## src/rtl/rv32i_decode_buffer_pkg.sv

```systemverilog
// Shared RV32I decode definitions: base opcodes, format classes, buffer and
// decoded-instruction payloads, and a base-opcode membership helper.
package RV32I_definitions;

    localparam int unsigned XLEN = 32;

    localparam logic [6:0] OPC_LUI    = 7'b0110111;
    localparam logic [6:0] OPC_AUIPC  = 7'b0010111;
    localparam logic [6:0] OPC_JAL    = 7'b1101111;
    localparam logic [6:0] OPC_JALR   = 7'b1100111;
    localparam logic [6:0] OPC_BRANCH = 7'b1100011;
    localparam logic [6:0] OPC_LOAD   = 7'b0000011;
    localparam logic [6:0] OPC_STORE  = 7'b0100011;
    localparam logic [6:0] OPC_OP_IMM = 7'b0010011;
    localparam logic [6:0] OPC_OP     = 7'b0110011;
    localparam logic [6:0] OPC_FENCE  = 7'b0001111;
    localparam logic [6:0] OPC_SYSTEM = 7'b1110011;

    typedef enum logic [2:0] {
        FMT_R = 3'd0,
        FMT_I = 3'd1,
        FMT_S = 3'd2,
        FMT_B = 3'd3,
        FMT_U = 3'd4,
        FMT_J = 3'd5
    } fmt_t;

    // One raw fetch entry held in the buffer.
    typedef struct packed {
        logic [XLEN-1:0] pc;
        logic [XLEN-1:0] inst;
    } raw_inst_t;

    // Everything presented to the execute stage.
    typedef struct packed {
        logic [XLEN-1:0] pc;
        logic [6:0]      opcode;
        logic [4:0]      rd;
        logic [4:0]      rs1;
        logic [4:0]      rs2;
        logic [2:0]      funct3;
        logic [6:0]      funct7;
        logic [XLEN-1:0] imm;
        fmt_t            fmt;
        logic            illegal;
    } decoded_inst_t;

    // True for the eleven RV32I base opcodes (bits [1:0] are part of the match).
    function automatic logic is_base_opcode(input logic [6:0] op);
        case (op)
            OPC_LUI, OPC_AUIPC, OPC_JAL, OPC_JALR, OPC_BRANCH, OPC_LOAD,
            OPC_STORE, OPC_OP_IMM, OPC_OP, OPC_FENCE, OPC_SYSTEM: return 1'b1;
            default: return 1'b0;
        endcase
    endfunction

endpackage

```

## src/rtl/rv32i_decode_buffer_if.sv

```systemverilog
// Fetch-side and decode-side handshake bundle for rv32i_decode_buffer.
//   master: fetch + execute side (drives if_*, id_ready)
//   slave : the decode buffer (drives if_ready, id_*)
interface rv32i_decode_buffer_if;
    import RV32I_definitions::*;

    logic            if_valid;
    logic            if_ready;
    logic [XLEN-1:0] if_pc;
    logic [XLEN-1:0] if_instruction;

    logic            id_valid;
    logic            id_ready;
    logic [XLEN-1:0] id_pc;
    logic [6:0]      id_opcode;
    logic [4:0]      id_rd;
    logic [4:0]      id_rs1;
    logic [4:0]      id_rs2;
    logic [2:0]      id_funct3;
    logic [6:0]      id_funct7;
    logic [XLEN-1:0] id_imm;
    fmt_t            id_fmt;
    logic            id_illegal;

    modport master (
        output if_valid, if_pc, if_instruction, id_ready,
        input  if_ready, id_valid, id_pc, id_opcode, id_rd, id_rs1, id_rs2,
               id_funct3, id_funct7, id_imm, id_fmt, id_illegal
    );

    modport slave (
        input  if_valid, if_pc, if_instruction, id_ready,
        output if_ready, id_valid, id_pc, id_opcode, id_rd, id_rs1, id_rs2,
               id_funct3, id_funct7, id_imm, id_fmt, id_illegal
    );

endinterface

```

## src/rtl/rv32i_imm_gen.sv

```systemverilog
// Combinational RV32I format classifier and immediate extractor.
//   inst      in  32 : raw instruction word
//   fmt_c     out    : format class
//   imm_c     out 32 : sign-extended immediate (0 for R)
//   illegal_c out    : unknown opcode (only with DECODE_ILLEGAL_CHECK_EN)
// Macro DECODE_ILLEGAL_CHECK_EN: flag non-base opcodes as illegal with fmt I,
// imm 0; otherwise unknown opcodes decode as plain I format.
module rv32i_imm_gen
    import RV32I_definitions::*;
(
    input  logic [XLEN-1:0] inst,
    output fmt_t            fmt_c,
    output logic [XLEN-1:0] imm_c,
    output logic            illegal_c
);

    // Opcode to format class; anything unrecognised falls back to I.
    always_comb begin
        fmt_c = FMT_I;
        case (inst[6:0])
            OPC_OP:               fmt_c = FMT_R;
            OPC_STORE:            fmt_c = FMT_S;
            OPC_BRANCH:           fmt_c = FMT_B;
            OPC_LUI, OPC_AUIPC:   fmt_c = FMT_U;
            OPC_JAL:              fmt_c = FMT_J;
            default:              fmt_c = FMT_I;
        endcase

        imm_c = '0;
        case (fmt_c)
            FMT_I: imm_c = {{20{inst[31]}}, inst[31:20]};
            FMT_S: imm_c = {{20{inst[31]}}, inst[31:25], inst[11:7]};
            FMT_B: imm_c = {{19{inst[31]}}, inst[31], inst[7], inst[30:25],
                            inst[11:8], 1'b0};
            FMT_U: imm_c = {inst[31:12], 12'b0};
            FMT_J: imm_c = {{11{inst[31]}}, inst[31], inst[19:12], inst[20],
                            inst[30:21], 1'b0};
            default: imm_c = '0;
        endcase

`ifdef DECODE_ILLEGAL_CHECK_EN
        illegal_c = !is_base_opcode(inst[6:0]);
        if (illegal_c) begin
            fmt_c = FMT_I;
            imm_c = '0;
        end
`else
        illegal_c = 1'b0;
`endif
    end

endmodule

```

## src/rtl/rv32i_decode_buffer.sv

```systemverilog
// ToastCore decode front end: 2-entry raw instruction FIFO feeding a
// registered decode output stage.
//   Clk, Reset : clock, synchronous active-high reset
//   flush      : drop buffered and output-stage instructions
//   bus        : slave side of rv32i_decode_buffer_if (fetch in, decode out)
// Macro DECODE_ILLEGAL_CHECK_EN (in rv32i_imm_gen) enables id_illegal.
module rv32i_decode_buffer
    import RV32I_definitions::*;
#(
    parameter int unsigned BUF_DEPTH = 2
) (
    input  logic                 Clk,
    input  logic                 Reset,
    input  logic                 flush,
    rv32i_decode_buffer_if.slave bus
);

    localparam int unsigned PTR_W = (BUF_DEPTH > 1) ? $clog2(BUF_DEPTH) : 1;
    localparam int unsigned CNT_W = PTR_W + 1;

    raw_inst_t      mem_q [BUF_DEPTH];
    raw_inst_t      mem_d [BUF_DEPTH];
    logic [PTR_W-1:0] wr_ptr_q, wr_ptr_d;
    logic [PTR_W-1:0] rd_ptr_q, rd_ptr_d;
    logic [CNT_W-1:0] count_q, count_d;
    logic             out_valid_q, out_valid_d;
    decoded_inst_t    out_q, out_d;

    raw_inst_t        head;
    fmt_t             head_fmt;
    logic [XLEN-1:0]  head_imm;
    logic             head_illegal;
    logic             push, pop;

    // Acceptance depends only on registered occupancy, never on id_ready.
    assign bus.if_ready = !Reset && (count_q < CNT_W'(BUF_DEPTH));
    assign head         = mem_q[rd_ptr_q];

    rv32i_imm_gen u_imm_gen (
        .inst      (head.inst),
        .fmt_c     (head_fmt),
        .imm_c     (head_imm),
        .illegal_c (head_illegal)
    );

    // FIFO bookkeeping and output-stage load; flush overrides all of it.
    always_comb begin
        mem_d       = mem_q;
        wr_ptr_d    = wr_ptr_q;
        rd_ptr_d    = rd_ptr_q;
        out_valid_d = out_valid_q;
        out_d       = out_q;
        push        = bus.if_valid && bus.if_ready;
        pop         = (count_q != '0) && (!out_valid_q || bus.id_ready);

        if (bus.id_ready) begin
            out_valid_d = 1'b0;
        end
        if (pop) begin
            out_d.pc      = head.pc;
            out_d.opcode  = head.inst[6:0];
            out_d.rd      = head.inst[11:7];
            out_d.rs1     = head.inst[19:15];
            out_d.rs2     = head.inst[24:20];
            out_d.funct3  = head.inst[14:12];
            out_d.funct7  = head.inst[31:25];
            out_d.imm     = head_imm;
            out_d.fmt     = head_fmt;
            out_d.illegal = head_illegal;
            out_valid_d   = 1'b1;
            rd_ptr_d      = rd_ptr_q + PTR_W'(1);
        end
        if (push) begin
            mem_d[wr_ptr_q] = '{pc: bus.if_pc, inst: bus.if_instruction};
            wr_ptr_d        = wr_ptr_q + PTR_W'(1);
        end
        count_d = count_q + CNT_W'(push) - CNT_W'(pop);

        if (flush) begin
            count_d     = '0;
            wr_ptr_d    = '0;
            rd_ptr_d    = '0;
            out_valid_d = 1'b0;
            out_d       = '0;
        end
    end

    always_ff @(posedge Clk) begin
        if (Reset) begin
            mem_q       <= '{default: '0};
            wr_ptr_q    <= '0;
            rd_ptr_q    <= '0;
            count_q     <= '0;
            out_valid_q <= 1'b0;
            out_q       <= '0;
        end else begin
            mem_q       <= mem_d;
            wr_ptr_q    <= wr_ptr_d;
            rd_ptr_q    <= rd_ptr_d;
            count_q     <= count_d;
            out_valid_q <= out_valid_d;
            out_q       <= out_d;
        end
    end

    assign bus.id_valid   = out_valid_q;
    assign bus.id_pc      = out_q.pc;
    assign bus.id_opcode  = out_q.opcode;
    assign bus.id_rd      = out_q.rd;
    assign bus.id_rs1     = out_q.rs1;
    assign bus.id_rs2     = out_q.rs2;
    assign bus.id_funct3  = out_q.funct3;
    assign bus.id_funct7  = out_q.funct7;
    assign bus.id_imm     = out_q.imm;
    assign bus.id_fmt     = out_q.fmt;
    assign bus.id_illegal = out_q.illegal;

endmodule
```

## src/flat_wrapper.sv

```systemverilog
// flat-port wrapper written by rule: the top's interface ports become plain ports
module rv32i_decode_buffer_flat import RV32I_definitions::*;
#(
    parameter int unsigned BUF_DEPTH = 2
)
  (Clk, Reset, flush, bus_if_valid, bus_if_pc, bus_if_instruction, bus_id_ready, bus_if_ready, bus_id_valid, bus_id_pc, bus_id_opcode, bus_id_rd, bus_id_rs1, bus_id_rs2, bus_id_funct3, bus_id_funct7, bus_id_imm, bus_id_fmt, bus_id_illegal);
  rv32i_decode_buffer_if bus_i ();
  input  logic Clk;
  input  logic Reset;
  input  logic flush;
  input wire logic [$bits(bus_i.if_valid)-1:0] bus_if_valid;
  input wire logic [$bits(bus_i.if_pc)-1:0] bus_if_pc;
  input wire logic [$bits(bus_i.if_instruction)-1:0] bus_if_instruction;
  input wire logic [$bits(bus_i.id_ready)-1:0] bus_id_ready;
  output wire logic [$bits(bus_i.if_ready)-1:0] bus_if_ready;
  output wire logic [$bits(bus_i.id_valid)-1:0] bus_id_valid;
  output wire logic [$bits(bus_i.id_pc)-1:0] bus_id_pc;
  output wire logic [$bits(bus_i.id_opcode)-1:0] bus_id_opcode;
  output wire logic [$bits(bus_i.id_rd)-1:0] bus_id_rd;
  output wire logic [$bits(bus_i.id_rs1)-1:0] bus_id_rs1;
  output wire logic [$bits(bus_i.id_rs2)-1:0] bus_id_rs2;
  output wire logic [$bits(bus_i.id_funct3)-1:0] bus_id_funct3;
  output wire logic [$bits(bus_i.id_funct7)-1:0] bus_id_funct7;
  output wire logic [$bits(bus_i.id_imm)-1:0] bus_id_imm;
  output wire logic [$bits(bus_i.id_fmt)-1:0] bus_id_fmt;
  output wire logic [$bits(bus_i.id_illegal)-1:0] bus_id_illegal;
  assign bus_i.if_valid = bus_if_valid;
  assign bus_i.if_pc = bus_if_pc;
  assign bus_i.if_instruction = bus_if_instruction;
  assign bus_i.id_ready = bus_id_ready;
  assign bus_if_ready = bus_i.if_ready;
  assign bus_id_valid = bus_i.id_valid;
  assign bus_id_pc = bus_i.id_pc;
  assign bus_id_opcode = bus_i.id_opcode;
  assign bus_id_rd = bus_i.id_rd;
  assign bus_id_rs1 = bus_i.id_rs1;
  assign bus_id_rs2 = bus_i.id_rs2;
  assign bus_id_funct3 = bus_i.id_funct3;
  assign bus_id_funct7 = bus_i.id_funct7;
  assign bus_id_imm = bus_i.id_imm;
  assign bus_id_fmt = bus_i.id_fmt;
  assign bus_id_illegal = bus_i.id_illegal;
  rv32i_decode_buffer #(.BUF_DEPTH(BUF_DEPTH)) u_core (.Clk(Clk), .Reset(Reset), .flush(flush), .bus(bus_i));
endmodule
```

## config.mk

```make
export PLATFORM = sky130hd
export DESIGN_NAME = rv32i_decode_buffer_flat
export DESIGN_NICKNAME = d
export VERILOG_FILES = /design/src/rtl/rv32i_decode_buffer_pkg.sv /design/src/rtl/rv32i_decode_buffer_if.sv /design/src/rtl/rv32i_imm_gen.sv /design/src/rtl/rv32i_decode_buffer.sv /design/src/flat_wrapper.sv
export SDC_FILE = /design/constraint.sdc
export NUM_CORES = 1
export LEC_CHECK = 0
export BUFFER_PORTS_ARGS = -buffer_cell sky130_fd_sc_hd__buf_4
export CELL_PAD_IN_SITES_DETAIL_PLACEMENT = 0
export CELL_PAD_IN_SITES_GLOBAL_PLACEMENT = 1
export CORE_ASPECT_RATIO = 1.25
export CORE_MARGIN = 10
export CORE_UTILIZATION = 45
export CTS_BUF_LIST = sky130_fd_sc_hd__clkbuf_4 sky130_fd_sc_hd__clkbuf_8
export DETAILED_ROUTE_END_ITERATION = 6
export GPL_ROUTABILITY_DRIVEN = 0
export PLACE_DENSITY_LB_ADDON = 0.1
export REMOVE_ABC_BUFFERS = 1
export SETUP_SLACK_MARGIN = 0.4
export SLEW_MARGIN = 15
export SYNTH_ARGS = -nofsm -noshare
export SYNTH_HDL_FRONTEND = slang
export SYNTH_SLANG_ARGS = --single-unit
```

## constraint.sdc

```tcl
create_clock -name Clk -period 4.8 [get_ports Clk]
set_clock_uncertainty 0.05 [all_clocks]
set_input_delay 0.72 -clock Clk [delete_from_list [all_inputs] [get_ports Clk]]
set_output_delay 0.72 -clock Clk [all_outputs]
set_load 0.1 [all_outputs]
```

; ---- Word-level counts from Yosys, hierarchy flattened
; Cells that the tools add are included.
[word_totals]
reg_bits = 232
elab_cells = 59
output_inout_bits = 102
in_bits = 69
[op_classes]
mux = 10
bitwise_logic = 2
reduce_logical = 11
add_sub_neg = 4
n_eq_ne = 11
order_cmp = 4
[op_table]
columns = operator, count
row1 = $mux W64, 4
row2 = $pmux W32 S5, 1
row3 = $bwmux W128, 1
row4 = $demux W64 S1, 1
row5 = $eq A7 B6 Y1 const B, 3
row6 = $pmux W3 S5, 1
row7 = $eq A7 B7 Y1 const B, 2
row8 = $eq A7 B5 Y1 const B, 1
row9 = $eq A3 B2 Y1 const B, 2
row10 = $eq A3 B3 Y1 const B, 2
row11 = $ge A2 B2 Y1 const B, 2
row12 = $logic_and A1 B1 Y1, 4
row13 = $not A1 Y2, 2
row14 = $reduce_bool A2 Y1, 2
row15 = $reduce_or A2 Y1, 2
row16 = $eq A3 B1 Y1 const B, 1
row17 = $add A1 B1 Y1 const B, 2
row18 = $add A2 B1 Y2, 1
row19 = $logic_not A1 Y1, 2
row20 = $lt A2 B1 Y1 const B, 1
row21 = $lt A2 B2 Y1 const B, 1
row22 = $mux W1, 2
row23 = $sub A2 B1 Y2, 1
row24 = $logic_or A1 B1 Y1, 1

; ---- Logic depth before layout (Yosys ltp)
[logic_depth]
ltp_word = 9
ltp_mapped = 14
depth_no_buf = 10

; ---- By module
; A second synthesis with hierarchy kept.
[hier_totals]
cells_unflattened = 1185
area_unflattened_um2 = 9699.3
[by_module_without_submodules]
columns = mod, seq_area_each_um2, area_each_um2, cells_each, n_inst
row1 = rv32i_decode_buffer, 4664.5, 9067.4, 1081, 1
row2 = rv32i_imm_gen, 0.0, 631.9, 104, 1

; ---- Worst setup path before layout
; Ideal clock, no wire load.
[synth_path]
kind = input to register
start = input Reset
end = register u_core.mem_q[100] (netlist name)
setup_ns = 0.132
slack_ns = 1.458
t_required_ns = 4.618
arrival_ns = 3.160
cell_stages = 7
path_cell_list = nor2_1 nand2_1 or2_2 clkbuf_1 clkbuf_1 nand2_1 a21oi_1
[synth_between]
elab_chain_len = 3
[synth_lines]
columns = element, line
row1 = start: declaration, flat_wrapper.sv:9  ; input logic Reset;
row2 = $logic_not A1 Y1, rv32i_decode_buffer.sv:36  ; assign bus.if_ready = !Reset && (count_q < CNT_W'(BUF_DEPTH));
row3 = $logic_and A1 B1 Y1, rv32i_decode_buffer.sv:36
row4 = $logic_and A1 B1 Y1, rv32i_decode_buffer.sv:53  ; push = bus.if_valid && bus.if_ready;
row5 = end signal: assignment, rv32i_decode_buffer.sv:97  ; mem_q <= mem_d;
row6 = end: declaration, rv32i_decode_buffer.sv:21  ; raw_inst_t mem_q [BUF_DEPTH];
; Parallel ways exist; a longest one is shown, timed or not.
; A chain may end at the register's enable or synchronous reset.

; ---- Final worst setup path
[layout_path]
start = register u_core.rd_ptr_q
end = register u_core.out_q (netlist bit u_core.bus.id_imm[20])
[layout_between]
elab_chain_len = 9
word_cells_on_any_way = 18
classes_between = eq/ne (11) / mux (5) / bitwise (1) / reduce/logical (1)
[layout_lines]
columns = element, line
row1 = start: declaration, rv32i_decode_buffer.sv:24  ; logic [PTR_W-1:0] rd_ptr_q, rd_ptr_d;
row2 = start signal: assignment, rv32i_decode_buffer.sv:99  ; rd_ptr_q <= rd_ptr_d;
row3 = $not A1 Y2 (implied by the code) *, rv32i_decode_buffer.sv:37  ; assign head = mem_q[rd_ptr_q];
row4 = $mux W64 (implied by the code) * (3 in series), rv32i_decode_buffer.sv:37
row5 = $eq A7 B6 Y1 or $eq A7 B5 Y1 (tied branches), rv32i_imm_gen.sv:20  ; case (inst[6:0])
row6 = $reduce_or A2 Y1, rv32i_imm_gen.sv:20
row7 = $pmux W3 S5, rv32i_imm_gen.sv:20
row8 = "$eq A3 B3 Y1, or another cell as far along", rv32i_imm_gen.sv:30  ; case (fmt_c)
row9 = $pmux W32 S5 *, rv32i_imm_gen.sv:30
row10 = end signal: assignment, rv32i_decode_buffer.sv:102  ; out_q <= out_d;
row11 = end: declaration, rv32i_decode_buffer.sv:27  ; decoded_inst_t out_q, out_d;
; Every way passes the cells marked *; elsewhere a longest branch is shown, timed or not. The select of a mux whose other input is x is not followed.

==> results.toml <==
[run_status]
outcome = "finished clean"

[grt]
grt_pass1_wl_um = 40500
grt_pass1_vias = 7785
track_usage_pct = 18.6
antenna_found_initial = 0
grt_overflow = 0
grt_max_degree = 84

[detailed_routing]
first_pass_iters = 4
drt-total-wl_um = 25700
wl_per_cell_um = 17.1
drt-initial-drc-count = 354
via_count = 7823
antenna_left = 0
routed_via_density = 5.19
drc = 0

[final_layout]
syn_to_final_growth_pct = 24.1
n_antenna_cell = 0
final_nets = 1280
drive_gt1_share_pct = 24.2
post-route-util_pct = 56.6
fillers = 1981

[timing]
finalHoldViolations = 0
fmax_mhz = 279
fin_crit_sh_pct = 74.7
tightest_slew_ns = 1.10
slew-limit-headroom_pct = 26.8
rsz0062_at_grt = "false"
fin_ws_ns = 1.21
finalMaxSlewViolations = 0
period_needed_ns = 3.59
setup_viol = 0

[cts]
clkSinkCount = 232
htreeDepth = 2
post_cts_buffers = 0
clockBufferDepth = 3
cts_buffers = 37
path_clk_slew_ns = 0.07
ctsResizeCount = 0
cts-root-buf = "clkbuf_8"
clock_latency_ns = 0.52
cts_tree = "yes"
postCtsHoldBufs = 0

[synth]
yosys_register_bits = 232
seq_area_frac_synth_pct = 50.8
avgSynthCellArea_sq_um = 8.50
ys_warn_count = 0
async_flop_share_pct = 0
synth_edf_count = 0
postSynthCellCount = 1074
syn_area_sq_um = 9130
ys.flop_type = "dfxtp_1"
ys_types = 48

[floorplanning]
num_rows = 58
core_sq_um = 20000
die_w_um = 147
die-height_um = 179
dieArea_sq_um = 26400
io_pins = 171
initial_core_util_pct = 45.6

[worst_setup_path]
worstSetupPathType = "reg2reg"
worstPathArrival_ns = 3.99
cp-end-kind = "flop"
cp-start-kind = "flop"
cp_max_fo = 35
worstPathRequired_ns = 5.20

[placed_design]
pre_cts_slack_ns = 1.31
port_buffers = 169
hpwl_um = 16300

[power_and_ir_drop]
leakage_nw = 4.11
vdd_drop_max_mv = 0.234
pwr_density_cell_nw_per_um2 = 424
power_mw = 4.81

[run]
max_cap_viol_count = 0

[min_path]
min-delay-path-class = "in2reg"
path summary, 6_finish.rpt:
| kind | from | end | slack (ns) | cells after the start |
|---|---|---|---|---|
| setup / recovery | u_core.rd_ptr_q | u_core.bus.id_imm[20] | 1.21 | 10 |
| hold reg to reg | u_core.mem_q[78] | u_core.mem_q[78] | 0.40 | 2 |
| hold / removal | bus_if_pc[19] | u_core.mem_q[51] | 0.39 | 3 |
| setup reg to reg | u_core.rd_ptr_q | u_core.bus.id_imm[20] | 1.21 | 10 |
flip-flops by register name (all words and copies together) (netlist names), 2 cells and up:
| signal | flops |
|---|---|
| u_core.bus.id_rd | 5 |
| u_core.bus.id_rs1 | 5 |
| u_core.bus.id_funct7 | 7 |
| u_core.bus.id_fmt | 3 |
| u_core.bus.id_funct3 | 3 |
| u_core.count_q | 2 |
| u_core.mem_q | 128 |
| u_core.bus.id_pc | 32 |
| u_core.bus.id_opcode | 7 |
| u_core.bus.id_imm | 32 |
| u_core.bus.id_rs2 | 5 |
per-stage QoR:
stage	std cells	instance area [sq um]	setup TNS [ns]	hold WS [ns]
2_1_floorplan	989	8780	-80.96	0.377
3_3_place_gp	1439	10500	0	0.389
3_5_place_dp	1439	10500	0	0.394
4_1_cts	1507	11300	0	0.367
5_1_grt	1507	11300	0	0.376
6_report	1507	11300	0	0.395
synthesized netlist by cell type (2+ instances only):
cell | number | area (sq um)
nand2b_1 | 2 | 12.5
buf_6 | 3 | 33.8
a31oi_1 | 2 | 12.5
nor2_1 | 105 | 394
a22oi_2 | 9 | 113
a2bb2oi_1 | 6 | 52.6
xnor2_1 | 3 | 26.3
nand3_1 | 3 | 15.0
buf_1 | 8 | 30.0
mux2_2 | 12 | 135
ha_1 | 3 | 37.5
mux2i_1 | 52 | 521
o21ai_0 | 11 | 55.1
a21oi_1 | 144 | 721
clkbuf_1 | 67 | 251
nor3_1 | 5 | 25.0
dfxtp_1 | 232 | 4640
buf_2 | 5 | 25.0
a211oi_1 | 55 | 413
and2_1 | 2 | 12.5
a21oi_2 | 11 | 96.3
a22oi_1 | 11 | 82.6
a2bb2oi_2 | 6 | 90.1
buf_4 | 2 | 15.0
nand4bb_1 | 2 | 22.5
nand2_1 | 280 | 1050
o22ai_1 | 4 | 25.0
or2_2 | 2 | 12.5
a22o_1 | 2 | 17.5
nand3b_1 | 3 | 22.5
inv_1 | 5 | 18.8
worst max-delay path, stage by stage, from the launching register on:
cell and delay (ns):
dfxtp_4 0.69, mux2i_1 0.46, a211oi_1 0.13, o21ai_0 0.51, ha_1 0.30, inv_1 0.09, a2bb2oi_2 0.23, a21oi_2 0.66
a21oi_1 0.09, a2bb2oi_1 0.19, nor2_1 0.10
cell type report:
type	instances	area (sq um)	share of cell area, %
Clock inverter	9	72.6	0.640
Clock buffer	59	749	6.61
Multi-Input combinational cell	752	4150	36.6
Inverter	5	21.3	0.188
Sequential cell	232	4650	41.0
Timing Repair Buffer	180	1360	12.0
Tap cell	270	338	2.98
power breakdown:
part / switching [mW] / internal (mW)
logic: 0.678 / 0.242
clock network: 0.778 / 1.05
registers: 0.0578 / 2.01
cell families after synthesis:
family          synth area share (%)
compound gates                  19.5
xor+xnor                       0.384
fa+ha+maj                      0.411
buf+inv                         4.10
flops                           50.8
mux                             7.18
other cells                   0.0411
simple gates                    17.6
metal layers:
| metal | GRT usage [%] | share of wire (%) |
|---|---|---|
| met5 | 0 | 0 |
| met4 | 5.17 | 1.6 |
| met3 | 4.85 | 5.4 |
| met2 | 32.9 | 50 |
| met1 | 21.9 | 43 |
cells in the final DEF (no fill, tap or decap), types with 7 or more instances in the layout:
cell type,count
nor2_1,104
nand2_1,279
clkbuf_8,49
clkinv_2,7
mux2_2,12
a22oi_2,9
a21oi_1,144
o21ai_0,11
clkbuf_4,10
dfxtp_1,231
a21oi_2,11
buf_4,179
a211oi_1,54
mux2i_1,52
a22oi_1,11
(Power assumes the default switching activity.)
